<file path="src/rtl/rm_lane_retire.sv">
// Commit-side lane tracker for the runtime monitor: follows each lane from
// allocation through commit and monitor check, then returns it via release pulses.
module rm_lane_retire #(
    parameter int NUM_LANES  = 4,
    parameter int NUM_EVENTS = 2,
    parameter int LANE_W     = $clog2(NUM_LANES),
    parameter int EVT_W      = (NUM_EVENTS > 1) ? $clog2(NUM_EVENTS) : 1,
    parameter int CHECK_LAT  = 3,
    parameter int TIMEOUT    = 64
) (
    input  logic                         clk_i,
    input  logic                         rst_ni,
    input  logic                         flush_i,
    input  logic                         alloc_valid_i,
    input  logic [LANE_W-1:0]            alloc_lane_i,
    input  logic [EVT_W-1:0]             alloc_event_i,
    input  logic                         commit_valid_i,
    input  logic [LANE_W-1:0]            commit_lane_i,
    output logic [NUM_EVENTS-1:0]        reset_valid_o,
    output logic [NUM_EVENTS*LANE_W-1:0] reset_lane_o,
    output logic [NUM_LANES-1:0]         lane_busy_o,
    output logic [15:0]                  orphan_cnt_o,
    output logic                         protocol_err_o
);

    localparam int TMR_MAX = (TIMEOUT > CHECK_LAT) ? TIMEOUT : CHECK_LAT;
    localparam int TMR_W   = ($clog2(TMR_MAX + 1) > 7) ? $clog2(TMR_MAX + 1) : 7;
    localparam int ORPH_W  = $clog2(NUM_LANES + 1);

    localparam logic [1:0] ST_IDLE    = 2'd0;
    localparam logic [1:0] ST_BUSY    = 2'd1;
    localparam logic [1:0] ST_CHECK   = 2'd2;
    localparam logic [1:0] ST_RELEASE = 2'd3;

    logic [1:0]       state_q [NUM_LANES];
    logic [EVT_W-1:0] event_q [NUM_LANES];
    logic [TMR_W-1:0] timer_q [NUM_LANES];
    logic [NUM_LANES-1:0] orphan_q;

    logic [NUM_EVENTS-1:0] grant_valid;
    logic [LANE_W-1:0]     grant_lane [NUM_EVENTS];
    logic [NUM_LANES-1:0]  granted;
    logic [ORPH_W-1:0]     orphan_inc;
    logic [16:0]           orphan_sum;
    logic                  alloc_err;
    logic                  commit_err;

    // One release slot per event class: the lowest-index waiting lane wins it.
    // NOTE: every combinational output gets a default first so no latch is inferred.
    always_comb begin
        granted    = '0;
        orphan_inc = '0;
        for (int e = 0; e < NUM_EVENTS; e++) begin
            grant_valid[e] = 1'b0;
            grant_lane[e]  = '0;
            for (int l = 0; l < NUM_LANES; l++) begin
                if (!grant_valid[e] && state_q[l] == ST_RELEASE &&
                    event_q[l] == EVT_W'(e)) begin
                    grant_valid[e] = 1'b1;
                    grant_lane[e]  = LANE_W'(l);
                    granted[l]     = 1'b1;
                end
            end
        end
        for (int l = 0; l < NUM_LANES; l++) begin
            if (granted[l] && orphan_q[l]) orphan_inc = orphan_inc + ORPH_W'(1);
        end
        orphan_sum = {1'b0, orphan_cnt_o} + 17'(orphan_inc);
        alloc_err  = alloc_valid_i && (state_q[alloc_lane_i] != ST_IDLE);
        commit_err = commit_valid_i && (state_q[commit_lane_i] != ST_BUSY);
        for (int l = 0; l < NUM_LANES; l++) lane_busy_o[l] = (state_q[l] != ST_IDLE);
    end

    // NOTE: sequential state uses non-blocking assignments only; the per-lane
    // registers are control state, so they are all reset.
    always_ff @(posedge clk_i or negedge rst_ni) begin
        if (!rst_ni) begin
            for (int l = 0; l < NUM_LANES; l++) begin
                state_q[l] <= ST_IDLE;
                event_q[l] <= '0;
                timer_q[l] <= '0;
            end
            orphan_q <= '0;
        end else begin
            for (int l = 0; l < NUM_LANES; l++) begin
                case (state_q[l])
                    ST_IDLE: begin
                        if (alloc_valid_i && alloc_lane_i == LANE_W'(l)) begin
                            state_q[l]  <= ST_BUSY;
                            event_q[l]  <= alloc_event_i;
                            timer_q[l]  <= '0;
                            orphan_q[l] <= 1'b0;
                        end
                    end
                    ST_BUSY: begin
                        // Commit wins over flush, flush over timeout.
                        if (commit_valid_i && commit_lane_i == LANE_W'(l)) begin
                            state_q[l] <= ST_CHECK;
                            timer_q[l] <= '0;
                        end else if (flush_i || timer_q[l] == TMR_W'(TIMEOUT - 2)) begin
                            state_q[l]  <= ST_RELEASE;
                            orphan_q[l] <= 1'b1;
                        end else begin
                            timer_q[l] <= timer_q[l] + TMR_W'(1);
                        end
                    end
                    ST_CHECK: begin
                        if (timer_q[l] == TMR_W'(CHECK_LAT - 1)) begin
                            state_q[l] <= ST_RELEASE;
                            timer_q[l] <= '0;
                        end else begin
                            timer_q[l] <= timer_q[l] + TMR_W'(1);
                        end
                    end
                    default: begin
                        if (granted[l]) state_q[l] <= ST_IDLE;
                    end
                endcase
            end
        end
    end

    always_ff @(posedge clk_i or negedge rst_ni) begin
        if (!rst_ni) begin
            reset_valid_o  <= '0;
            reset_lane_o   <= '0;
            orphan_cnt_o   <= '0;
            protocol_err_o <= 1'b0;
        end else begin
            reset_valid_o <= grant_valid;
            for (int e = 0; e < NUM_EVENTS; e++) begin
                reset_lane_o[e*LANE_W +: LANE_W] <= grant_lane[e];
            end
            orphan_cnt_o <= orphan_sum[16] ? 16'hFFFF : orphan_sum[15:0];
            if (alloc_err || commit_err) protocol_err_o <= 1'b1;
        end
    end

endmodule

</file>
<file path="config.mk">
export PLATFORM = sky130hd
export DESIGN_NAME = rm_lane_retire
export DESIGN_NICKNAME = d
export VERILOG_FILES = /design/src/rtl/rm_lane_retire.sv
export SDC_FILE = /design/constraint.sdc
export NUM_CORES = 1
export LEC_CHECK = 0
export ABC_CLOCK_PERIOD_IN_PS = 4350
export BUFFER_PORTS_ARGS = -buffer_cell sky130_fd_sc_hd__buf_2
export CORE_MARGIN = 5
export CORE_UTILIZATION = 57
export CTS_CLUSTER_SIZE = 10
export DETAILED_ROUTE_END_ITERATION = 7
export PLACE_DENSITY_LB_ADDON = 0.05
export SLEW_MARGIN = 20
export SYNTH_ARGS = -nofsm -noshare
export SYNTH_HDL_FRONTEND = slang
export SYNTH_SLANG_ARGS = --single-unit
export TNS_END_PERCENT = 30
</file>
<file path="constraint.sdc">
create_clock -name clk_i -period 4.35 [get_ports clk_i]
set_input_delay 1.0875 -clock clk_i [delete_from_list [all_inputs] [get_ports clk_i]]
set_output_delay 1.0875 -clock clk_i [all_outputs]
set_load 0.05 [all_outputs]
</file>
Word-level counts from Yosys, hierarchy flattened
Index checks and enable logic that the tools add are counted.
- add/subtract/negate cells: 8
- magnitude comparators: 2
- equality and inequality tests: 51
- mux-type cells: 92
- bitwise operators: 6
- reductions and logical operators: 78
- operators with widths (kind ; number):
    two-way mux 7 bit ; 16
    one-hot mux 7 bit (3 select lines) ; 4
    two-way mux 2 bit ; 28
    != test 2 bit, second input constant ; 16
    AND reduction 4 bit ; 8
    two-way mux 1 bit ; 30
    adder 7 x 1 -> 7 bit, second input constant ; 4
    equality test 7 x 2 -> 1 bit, second input constant ; 4
    equality test 7 x 6 -> 1 bit, second input constant ; 4
    logical AND 1 bit ; 28
    equality test 2 bit, second input constant ; 12
    != test 3 bit, second input constant ; 8
    one-hot mux 2 bit (3 select lines) ; 4
    nonzero test 2 bit ; 9
    adder 16 x 3 -> 17 bit ; 1
    two-way mux 16 bit ; 1
    nonzero test 4 bit ; 4
    equality test 2 x 1 -> 1 bit, second input constant ; 6
    logical NOT 2 bit ; 6
    AND reduction 3 bit ; 4
    nonzero test 3 bit ; 4
    adder 3 x 1 -> 3 bit, second input constant ; 3
    two-way mux 3 bit ; 3
    binary-select mux 2 bit (select 2 bit) ; 2
    other kinds (8) ; 28
- bits in registers: 67
- bits of input ports: 10
- output and inout bits: 27
- word-level logic and storage cells: 257

Logic depth before layout (Yosys ltp)
- depth in word-level cells: 20
- depth in mapped cells: 18

Worst setup path before layout
Ideal clock, no wire load.
- kind: flip-flop to flip-flop
- from: register state_q[6] in the netlist's numbering
- to: register orphan_cnt_o[15]
- setup time: 125 ps
- arrival time: 3359 ps
- required time: 4225 ps
- slack: 866 ps
- cell stages (with the launch flop): 15
- path buffers: 0
- period minus slack after synthesis: 3484 ps
- cell sequence: dfrtp_1 -> ha_1 -> a21boi_0 -> nand2_1 -> inv_1 -> ha_1 -> xnor2_1 -> ha_1 -> mux2_2 -> ha_1 -> a21o_1 -> a21oi_1 -> nor3_1 -> nand3_1 -> mux2_2
- word-level cells in the longest chain between the ends: 20
- elaborated cells on any way between the ends: 47
- ends and longest elaborated chain (item ; RTL line ; RTL):
    start: declaration ; 35 ; logic [1:0] state_q [NUM_LANES];
    start signal: indexed assignment ; 79 ; state_q[l] <= ST_IDLE;
    start signal: indexed assignment ; 89 ; state_q[l] <= ST_BUSY;
    start signal: indexed assignment ; 98 ; state_q[l] <= ST_CHECK;
    equality test 2 bit * ; 57 ; if (!grant_valid[e] && state_q[l] == ST_RELEASE &&
    parallel branches: the longest is 16 deep, another holds adder 3 x 1 -> 3 bit ; - ;
    two-way mux 3 bit * ; 66 ; if (granted[l] && orphan_q[l]) orphan_inc = orphan_inc + ORPH_W'(1);
    adder 16 x 3 -> 17 bit * ; 68 ; orphan_sum = {1'b0, orphan_cnt_o} + 17'(orphan_inc);
    two-way mux 16 bit * ; 134 ; orphan_cnt_o <= orphan_sum[16] ? 16'hFFFF : orphan_sum[15:0];
    end signal: assignment ; 134 ;
    end: declaration ; 22 ; output logic [15:0] orphan_cnt_o,
Mark *: on every way between the ends.
A chain may end at the register's enable or synchronous reset.

Worst setup path in the final report
Same ends and word-level chain as after synthesis.

==> results.sh <==
export IMPL_status="finished, final reports clean"
export IMPL_setup_viol=0
export IMPL_num_antenna_cells=0
export IMPL_final_cell_area_um2=4740
export IMPL_gr_total_overflow=0
export IMPL_ctsHoldBuffers=0
export IMPL_nets=538
export IMPL_post_cts_setup_buffer_count=0
export IMPL_dieArea_um2=9310
export IMPL_num_vias=3396
export IMPL_cp_cell_sequence="ha_1, a21boi_0, nand2_1, inv_1, ha_1, xnor2_1, ha_1, mux2_2, ha_1, a21o_1, a21oi_1, nor3_1, nand3_1, mux2_2"
export IMPL_worstPathArrival_ns=4.09
export IMPL_totalWireLength_um=8850
export IMPL_hold_class="register to register"
export IMPL_clock_latency_ns=0.34
export IMPL_setup_tns_final_ns=0
export IMPL_p_leak_uw=0.00229
export IMPL_rsz0062_at_grt="no"
export IMPL_path_common_cell="ha_1"
export IMPL_globalplace_congestion=0.831
export IMPL_rows=31
export IMPL_avgViaCountPerCell=5.70
export IMPL_worstSetupEndpointType="register"
export IMPL_layout_setup_ws_ns=0.489
export IMPL_cap_viol_max_count=0
export IMPL_fin_skew_ns=0.0142
export IMPL_synth_area_leaders="dfrtp_1 (39%), ha_1 (10%), mux2_2 (4.5%)"
export IMPL_critPathSlowestCell="dfrtp_1"
export IMPL_fill_cells=642
export IMPL_yosys_area_top_type_share_pct=39.3
export IMPL_die_y_um=96.5
export IMPL_ys_async_sr_fraction_pct=100
export IMPL_slew_viol_final=0
export IMPL_combPwrFrac_pct=54.5
export IMPL_port_buffers=36
export IMPL_critical_path_class="register to register"
export IMPL_max_freq_mhz=259
export IMPL_syn_nets=494
export IMPL_seqPwrFrac_pct=29.6
export IMPL_syn_inst=448
export IMPL_drc_errors=0
export IMPL_antenna_found_initial=0
export IMPL_wl_per_cell_um=14.8
export IMPL_cts_resized=0
export IMPL_design_core_area_um2=7250
export IMPL_cts_htree_levels=3
export IMPL_layout_min_cycle_time_ns=3.86
export IMPL_initial_core_util_pct=58.8
export IMPL_grt_max_degree=51
export IMPL_cts_buffer_depth=2
export IMPL_critPathBufInv=1
export IMPL_p_clk_share_pct=15.8
export IMPL_cts_root_buf="clkbuf_8"
export IMPL_ys_warn_count=0
export IMPL_cts_buffers_inserted=9
export IMPL_fin_util_pct=65.4
export IMPL_drive_above_1_share_pct=17.9
export IMPL_grt_pass1_wl_um=15200
export IMPL_first_iter_violations=104
export IMPL_synthTopCellsByCount="dfrtp_1 (67), nand2_1 (47), inv_1 (40)"
export IMPL_p_int_uw=1700
export IMPL_clkSinkCount=67
export IMPL_critPathTopFamily="adder cells"
export IMPL_hold_viol=0
export IMPL_synthToLayoutAreaGrowth_pct=11.3
export IMPL_hpwl_um=6640
export IMPL_synth_edf_count=0
export IMPL_pre_cts_ws_ns=0.507
export IMPL_worst_pin_slew_ns=0.629
export IMPL_vdd_drop_max_uv=576
export IMPL_synth_cell_types=66
export IMPL_swShare_pct=46.9
export IMPL_worst_setup_path_start_kind="register"
export IMPL_synth_most_common_cell="dfrtp_1"
export IMPL_clkTransAtPathRegs_ns=0.08
export IMPL_boundaryPins=37
export IMPL_grtUsageTotal_pct=20.7
export IMPL_yosys_register_bits=67
export IMPL_grt_pass1_vias=3330
export IMPL_slowest_delay_ns=0.45
export IMPL_power_switching_uw=1500
export IMPL_ant_nets=0
export IMPL_yosysTopAreaCell="dfrtp_1"
export IMPL_syn_area_um2=4260
export IMPL_ys_seq_area_share_pct=39.3
export IMPL_crit_fanout=6
export IMPL_finalPower_uw=3210
export IMPL_cts_tree="built"
export IMPL_pwr_density_cell_nw_per_um2=676
export IMPL_critPathRequiredTime_ns=4.58
export IMPL_avgSynthCellArea_um2=9.52
export IMPL_placed_area_um2=4550
export IMPL_synth_main_ff_cell="dfrtp_1"
export IMPL_die_w_um=96.5
export IMPL_finalCritPeriodShare_pct=88.8
export IMPL_max_slew_margin_rel_pct=58.1
export IMPL_firstDrtPassIters=4
==> routing by layer <==
| metal | routed length, um | part of all wire (%) | global-route usage (%) | vias up |
|---|---|---|---|---|
| li1 | - | - | - | 1676 |
| met1 | 4290 | 48 | 28.4 | 1632 |
| met2 | 4050 | 46 | 32.9 | 76 |
| met3 | 372 | 4.2 | 3.25 | 12 |
| met4 | 136 | 1.5 | 7.83 | 0 |
| met5 | 0 | 0 | 0 | - |
==> worst register-to-register path, stage by stage (launching register included) <==
cell	delay [ns]
dfrtp_1	0.45
ha_1	0.32
a21boi_0	0.26
nand2_1	0.11
inv_1	0.09
ha_1	0.25
xnor2_1	0.26
ha_1	0.29
mux2_2	0.27
ha_1	0.27
a21o_1	0.18
a21oi_1	0.43
nor3_1	0.15
nand3_1	0.12
mux2_2	0.33
==> cells by family (layout without fill, tap and decap cells) <==
family,count (synthesis),after routing,synth area share (%)
fa+ha+maj,36,36,10.7
xor+xnor,15,15,3.08
compound gates,110,110,18.3
flops,67,67,39.3
buf+inv,44,93,4.14
simple gates,157,157,19.3
mux,19,19,5.05
==> flip-flops by register name (all words and copies together), names as in the netlist <==
name	cells
event_q	4
orphan_cnt_o	16
orphan_q	4
protocol_err_o	1
reset_lane_o	4
reset_valid_o	2
state_q	8
timer_q	28
==> stage by stage <==
stage,cells,hold WS [ns]
final,596,0.475
after global placement,580,0.450
after detailed placement,580,0.458
after floorplan,448,0.462
after CTS,596,0.482
after global routing,596,0.499
==> cell type report <==
class	count	area, um2	share of cell area [%]
Multi-Input combinational cell	337	2410	50.8
Inverter	40	150	3.17
Clock inverter	7	68.8	1.45
Tap cell	99	124	2.61
Timing Repair Buffer	37	190	4.01
Clock buffer	9	124	2.61
Sequential cell	67	1680	35.3
==> power by group through the flow <==
stage / Clock (uW) / Sequential, uW / Combinational [uW]
after floorplan: 0 / 1080 / 1230
after global placement: 0 / 948 / 1700
after detailed placement: 0 / 961 / 1750
after CTS: 518 / 949 / 1760
after global routing: 543 / 977 / 1960
final: 508 / 950 / 1750
==> layout by cell type (no fill, tap or decap), types with 6 or more instances in the layout <==
cell type,synthesis,routed
clkbuf_8,0,9
nor2_1,20,20
ha_1,35,35
inv_1,40,40
o21ai_0,27,27
and2_1,8,8
and3_1,7,7
nand4_1,6,6
dfrtp_1,67,67
a21oi_1,17,17
nand3_1,13,13
xnor2_1,11,11
nand2_1,47,47
a22o_1,14,14
buf_2,3,35
mux2_2,17,17
nor3_1,9,9
nor2b_1,21,21
==> final timing paths <==
path	startpoint	end	slack, ns	cells past startpoint
worst max register to register	state_q[6]	orphan_cnt_o[15]	0.49	14
max in group asynchronous	rst_ni	state_q[7]	2.90	2
worst min-delay path	protocol_err_o	protocol_err_o	0.47	1
worst max-delay path	state_q[6]	orphan_cnt_o[15]	0.49	14
min in group asynchronous	rst_ni	timer_q[20]	0.76	1
worst min register to register	protocol_err_o	protocol_err_o	0.47	1
Note: power is estimated with default switching activity, not from simulation.
